### config.mk
export PLATFORM = sky130hd
export DESIGN_NAME = ysyx_25060170_regfile
export DESIGN_NICKNAME = d
export VERILOG_FILES = /design/src/rtl/ysyx_25060170_regfile.sv
export SDC_FILE = /design/constraint.sdc
export NUM_CORES = 1
export LEC_CHECK = 0
export ABC_CLOCK_PERIOD_IN_PS = 5330
export BUFFER_PORTS_ARGS = -buffer_cell sky130_fd_sc_hd__buf_4
export CORE_MARGIN = 5
export CORE_UTILIZATION = 45
export DETAILED_ROUTE_END_ITERATION = 10
export SETUP_SLACK_MARGIN = 0.4
export SLEW_MARGIN = 10
export SYNTH_ARGS = -nofsm -noshare
export SYNTH_HDL_FRONTEND = slang
export SYNTH_SLANG_ARGS = --single-unit
### constraint.sdc
create_clock -name clk -period 5.33 [get_ports clk]
set_clock_uncertainty 0.05 [all_clocks]
set_input_delay 1.3325 -clock clk [delete_from_list [all_inputs] [get_ports clk]]
set_output_delay 1.3325 -clock clk [all_outputs]
set_load 0.03 [all_outputs]
### src/rtl/ysyx_25060170_regfile.sv
// ysyx_25060170_regfile
// General-purpose register file for the NPC core. Writebacks arrive through
// a valid/ready handshake. Two combinational read ports serve decode, with
// same-cycle write bypass. A per-register pending-write scoreboard lets
// decode stall on RAW hazards. After every reset, a clear sweep zeroes the
// array before any writeback is accepted.
module ysyx_25060170_regfile #(
  parameter int ADDR_WIDTH = 5,
  parameter int DATA_WIDTH = 32
) (
  input  logic                  clk,
  input  logic                  rst_n,
  input  logic                  wb_valid_i,
  output logic                  wb_ready_o,
  input  logic                  wb_en_i,
  input  logic [ADDR_WIDTH-1:0] wb_addr_i,
  input  logic [DATA_WIDTH-1:0] wb_data_i,
  input  logic                  mark_valid_i,
  input  logic [ADDR_WIDTH-1:0] mark_addr_i,
  input  logic                  flush_i,
  input  logic [ADDR_WIDTH-1:0] rs1_addr_i,
  input  logic [ADDR_WIDTH-1:0] rs2_addr_i,
  output logic [DATA_WIDTH-1:0] rs1_data_o,
  output logic [DATA_WIDTH-1:0] rs2_data_o,
  output logic                  rs1_busy_o,
  output logic                  rs2_busy_o
);

  localparam int unsigned NREG = 1 << ADDR_WIDTH;

  typedef enum logic {
    S_INIT,
    S_RUN
  } state_t;

  state_t                state;
  state_t                state_nxt;

  // The counter is one bit wider than an index, so the carry out of the
  // increment marks the final sweep write without any wrap compare.
  logic [ADDR_WIDTH:0]   sweep_cnt;
  logic [ADDR_WIDTH:0]   sweep_inc;
  logic                  sweep_done;

  logic [DATA_WIDTH-1:0] mem [NREG];
  logic [NREG-1:0]       busy;
  logic [NREG-1:0]       busy_nxt;

  logic                  run;
  logic                  fire;
  logic                  wr_en;
  logic                  retire_en;
  logic                  mark_en;

  // Sweep progress: the carry out of the increment flags the last entry.
  always_comb begin
    sweep_inc  = sweep_cnt + (ADDR_WIDTH + 1)'(1);
    sweep_done = sweep_inc[ADDR_WIDTH];
  end

  // State register.
  always_ff @(posedge clk or negedge rst_n) begin
    if (!rst_n) begin
      state <= S_INIT;
    end else begin
      state <= state_nxt;
    end
  end

  // Next state: leave INIT once the last entry has been cleared.
  always_comb begin
    state_nxt = state;
    unique case (state)
      S_INIT:  if (sweep_done) state_nxt = S_RUN;
      S_RUN:   state_nxt = S_RUN;
      default: state_nxt = S_INIT;
    endcase
  end

  // Handshake and qualified write/retire/mark strobes. Ready comes only from
  // registered state.
  always_comb begin
    run        = (state == S_RUN);
    wb_ready_o = run;
    fire       = wb_valid_i & wb_ready_o;
    wr_en      = fire & wb_en_i & (wb_addr_i != '0);
    retire_en  = fire & (wb_addr_i != '0);
    mark_en    = run & mark_valid_i & (mark_addr_i != '0);
  end

  // Sweep counter: restarts from zero on every reset and holds once RUN.
  always_ff @(posedge clk or negedge rst_n) begin
    if (!rst_n) begin
      sweep_cnt <= '0;
    end else if (state == S_INIT) begin
      sweep_cnt <= sweep_inc;
    end
  end

  // Storage: the sweep writes zeros in INIT; writebacks land in RUN.
  always_ff @(posedge clk) begin
    if (state == S_INIT) begin
      mem[sweep_cnt[ADDR_WIDTH-1:0]] <= '0;
    end else if (wr_en) begin
      mem[wb_addr_i] <= wb_data_i;
    end
  end

  // Scoreboard update.
  // The retire is applied before the mark, so the mark wins when both hit the
  // same address. A flush overrides both.
  always_comb begin
    busy_nxt = busy;
    if (state == S_INIT) begin
      busy_nxt = sweep_done ? '0 : '1;
    end else if (flush_i) begin
      busy_nxt = '0;
    end else begin
      if (retire_en) busy_nxt[wb_addr_i] = 1'b0;
      if (mark_en) busy_nxt[mark_addr_i] = 1'b1;
      busy_nxt[0] = 1'b0;
    end
  end

  // Scoreboard register: every entry reads busy while held in reset.
  always_ff @(posedge clk or negedge rst_n) begin
    if (!rst_n) begin
      busy <= '1;
    end else begin
      busy <= busy_nxt;
    end
  end

  // Read port 1: x0 is hardwired, with write bypass and retire bypass.
  always_comb begin
    rs1_data_o = '0;
    rs1_busy_o = 1'b1;
    if (run) begin
      if (rs1_addr_i == '0) begin
        rs1_busy_o = 1'b0;
      end else begin
        rs1_data_o = (wr_en && (wb_addr_i == rs1_addr_i)) ? wb_data_i : mem[rs1_addr_i];
        if (fire && (wb_addr_i == rs1_addr_i) &&
            !(mark_valid_i && (mark_addr_i == rs1_addr_i))) begin
          rs1_busy_o = 1'b0;
        end else begin
          rs1_busy_o = busy[rs1_addr_i];
        end
      end
    end
  end

  // Read port 2: same rules as port 1.
  always_comb begin
    rs2_data_o = '0;
    rs2_busy_o = 1'b1;
    if (run) begin
      if (rs2_addr_i == '0) begin
        rs2_busy_o = 1'b0;
      end else begin
        rs2_data_o = (wr_en && (wb_addr_i == rs2_addr_i)) ? wb_data_i : mem[rs2_addr_i];
        if (fire && (wb_addr_i == rs2_addr_i) &&
            !(mark_valid_i && (mark_addr_i == rs2_addr_i))) begin
          rs2_busy_o = 1'b0;
        end else begin
          rs2_busy_o = busy[rs2_addr_i];
        end
      end
    end
  end

endmodule
==> results.sh <==
export IMPL_status="complete, no violations"
export IMPL_fin_area_um2=58800
export IMPL_cts_path_max_buffers=3
export IMPL_gp_congestion=0.852
export IMPL_cp_data_arrival_time_ns=3.61
export IMPL_synth_cell_types=57
export IMPL_min_delay_path_class="reg2reg"
export IMPL_multi_input_area_um2=18500
export IMPL_avgRoutedWirePerCell_um=35.8
export IMPL_ys_seq_elements=1062
export IMPL_worstReg2RegEnd="mem[3][22]$_DFFE_PP_"
export IMPL_design_core_area_um2=112000
export IMPL_fin_cells=4509
export IMPL_synth_area_leaders="edfxtp_1 (60%), mux4_2 (23%), mux2i_1 (3.5%), dfstp_2 (1.6%), mux2_2 (1.2%)"
export IMPL_globalRouteTotalUtil=0.264
export IMPL_post_drt_via_cell_ratio=6.76
export IMPL_grt_pass1_wl_um=229000
export IMPL_ys_seq_area_frac=0.624
export IMPL_layout_setup_ws_ns=0.335
export IMPL_period_needed_ns=4.99
export IMPL_cp_endpoint="rs2_data_o[1]"
export IMPL_setup_viol=0
export IMPL_top_level_ports=125
export IMPL_r2r_cells=7
export IMPL_cp_slowest_cell="a21oi_1"
export IMPL_synthMuxAreaShare=0.280
export IMPL_die_area_um2=120000
export IMPL_worst_path_max_fanout=22
export IMPL_dp_cells=4288
export IMPL_clock_fmax_mhz=200
export IMPL_avgSynthCellArea_um2=18.7
export IMPL_drv_slew=0
export IMPL_cp_required_ns=3.95
export IMPL_drtAntennaViolNets=0
export IMPL_drt_initial_drc_count=3404
export IMPL_rrSetupSlack_ns=2.04
export IMPL_met1_usage=0.362
export IMPL_cts_buffers=113
export IMPL_initial_core_util=0.453
export IMPL_syn_nets=2786
export IMPL_startpoint="rs2_addr_i[4]"
export IMPL_cts_tree="built"
export IMPL_place_area_um2=54800
export IMPL_busiest_layer="met2"
export IMPL_p_leak_nw=21.2
export IMPL_place_ws_ns=0.211
export IMPL_async_flop_share=0.0358
export IMPL_final_hold_violation_count=0
export IMPL_synthSimpleGateAreaFrac=0.0283
export IMPL_crit_type="in2out"
export IMPL_fp_dieW_um=346
export IMPL_maxCapViolCount=0
export IMPL_tightestPinTransition_ns=1.37
export IMPL_synth_top_area_cell="edfxtp_1"
export IMPL_grt_overflow_total=0
export IMPL_fillers=8896
export IMPL_met2_usage=0.426
export IMPL_synth_main_ff_cell="edfxtp_1"
export IMPL_syn_to_final_growth_pct=15.5
export IMPL_crit_path_start_kind="input port"
export IMPL_post_route_drc_count=0
export IMPL_reg2reg_from="wb_ready_o$_DFF_PN0_"
export IMPL_synth_xor_area_frac=0.00447
export IMPL_rsz0062_at_grt="yes"
export IMPL_postSynthCellCount=2727
export IMPL_layout_commonest_cell="edfxtp_1"
export IMPL_wirelength_um=162000
export IMPL_die_height_um=346
export IMPL_power_density_nw_per_um2=312
export IMPL_most_common_layout_cells="edfxtp_1 (1024), mux4_2 (527), buf_4 (240)"
export IMPL_crit_top_cell="buf_4"
export IMPL_synth_warnings=0
export IMPL_syn_cell_area_um2=50900
export IMPL_fin_crit_sh=0.937
export IMPL_drive_above_1_share=0.375
export IMPL_hold_buffers=0
export IMPL_yosys_area_top_type_share=0.604
export IMPL_cts_root_buffer="clkbuf_16"
export IMPL_first_global_vias=31300
export IMPL_grt_antenna_before_repair=3
export IMPL_fin_nets=2978
export IMPL_n_antenna_cell=0
export IMPL_clock_sinks=1062
export IMPL_synth_compound_area_frac=0.0424
export IMPL_synth_fa_ha_area_frac=0.000246
export IMPL_grt_max_degree=80
export IMPL_clk_pin_slew_ns=0.06
export IMPL_clk_latency_ns=0.68
export IMPL_tns_ns=0
export IMPL_met3_usage=0.0504
export IMPL_endpoint_kind="output pin"
export IMPL_relSlewSlack=0.0810
export IMPL_crit_path_cell_trace="buf_4, buf_4, or2_1, buf_4, o22ai_1, a21oi_1, a22oi_1, o21ai_1, buf_4, buf_4"
export IMPL_power_total_mw=18.3
export IMPL_synth_top_family_by_area="multiplexers"
export IMPL_portBuffers=124
export IMPL_ir_drop_uv=252
export IMPL_seqCellArea_um2=31700
export IMPL_slowest_delay_ns=0.51
export IMPL_post_dp_hpwl_um=93700
export IMPL_vias=30500
export IMPL_num_rows=123
export IMPL_synth_edff_count=1024
export IMPL_htreeDepth=3
export IMPL_drtPass1Iterations=9
[flip-flops by register name, indices dropped and copies added (netlist names)]
signal      count
busy           31
mem          1024
sweep_cnt       6
wb_ready_o      1
[cell type report]
type	count	area share
Sequential cell	1062	0.540
Multi-Input combinational cell	1432	0.314
Timing Repair Buffer	304	0.0530
Clock buffer	146	0.0514
Tap cell	1500	0.0319
Clock inverter	59	0.00915
Inverter	6	0.000383
[worst max-delay path: cells and delay by family]
family	cells	cell delay, ns
buf+inv	5	1.16
simple gates	1	0.18
compound gates	4	0.90
[report_power, final]
group          switching [mW]  internal [mW]  total, mW  leakage, nW
clock                    3.29           4.37       7.66         1.73
combinational           0.938          0.587       1.52         7.83
sequential            0.00380           9.14       9.14         11.6
total                    4.23           14.1       18.3         21.2
[cells in the mapped netlist (31+ instances only)]
| cell type | instances |
|---|---|
| edfxtp_1 | 1024 |
| a22oi_1 | 71 |
| mux2_2 | 55 |
| o22ai_1 | 32 |
| dfstp_2 | 31 |
| nor2_1 | 81 |
| o21ai_0 | 59 |
| buf_2 | 91 |
| a21oi_1 | 90 |
| nand2_1 | 66 |
| clkbuf_1 | 109 |
| nand3_1 | 64 |
| mux2i_1 | 177 |
| mux4_2 | 527 |
| and2_1 | 32 |
[cell families after synthesis]
| group | after synthesis |
|---|---|
| DFF | 1062 |
| muxes | 759 |
| AOI/OAI and AO/OA | 350 |
| and+or+nand+nor | 296 |
| buffers and inverters | 233 |
| xor gates and xnor gates | 26 |
| adders and majority gates | 1 |
[how the worst min path moves through the flow]
| stage | start | to | slack, ns | cells past startpoint |
|---|---|---|---|---|
| 2_1_floorplan | sweep_cnt[5]$_DFFE_PN0N_ | sweep_cnt[5]$_DFFE_PN0N_ | 0.41 | 1 |
| 3_3_place_gp | sweep_cnt[5]$_DFFE_PN0N_ | sweep_cnt[5]$_DFFE_PN0N_ | 0.42 | 1 |
| 3_5_place_dp | sweep_cnt[5]$_DFFE_PN0N_ | sweep_cnt[5]$_DFFE_PN0N_ | 0.43 | 1 |
| 4_1_cts | sweep_cnt[5]$_DFFE_PN0N_ | sweep_cnt[5]$_DFFE_PN0N_ | 0.44 | 1 |
| 5_1_grt | sweep_cnt[5]$_DFFE_PN0N_ | sweep_cnt[5]$_DFFE_PN0N_ | 0.46 | 1 |
| 6_report | sweep_cnt[5]$_DFFE_PN0N_ | sweep_cnt[5]$_DFFE_PN0N_ | 0.44 | 1 |
[what timing repair did]
item / CTS / global route
cloned: 2 / 5
endpoints found under the setup margin: 24 / 40
buffers inserted: 0 / 9
resized for setup: 13 / 22
pin swaps: 2 / 2
[per-layer routing]
metal | vias to the layer above | part of all wire | routed length (µm)
li1 | 12000 | - | -
met1 | 16300 | 0.39 | 62500
met2 | 1783 | 0.48 | 77200
met3 | 351 | 0.096 | 15500
met4 | 0 | 0.040 | 6480
met5 | - | 0 | 0
[metrics by stage]
step | hold slack, ns | util
after floorplan | 0.411 | -
after global placement | 0.423 | 0.487
after detailed placement | 0.432 | 0.487
after CTS | 0.441 | 0.520
after global routing | 0.456 | 0.523
final | 0.437 | 0.523
(Power assumes the default switching activity.)
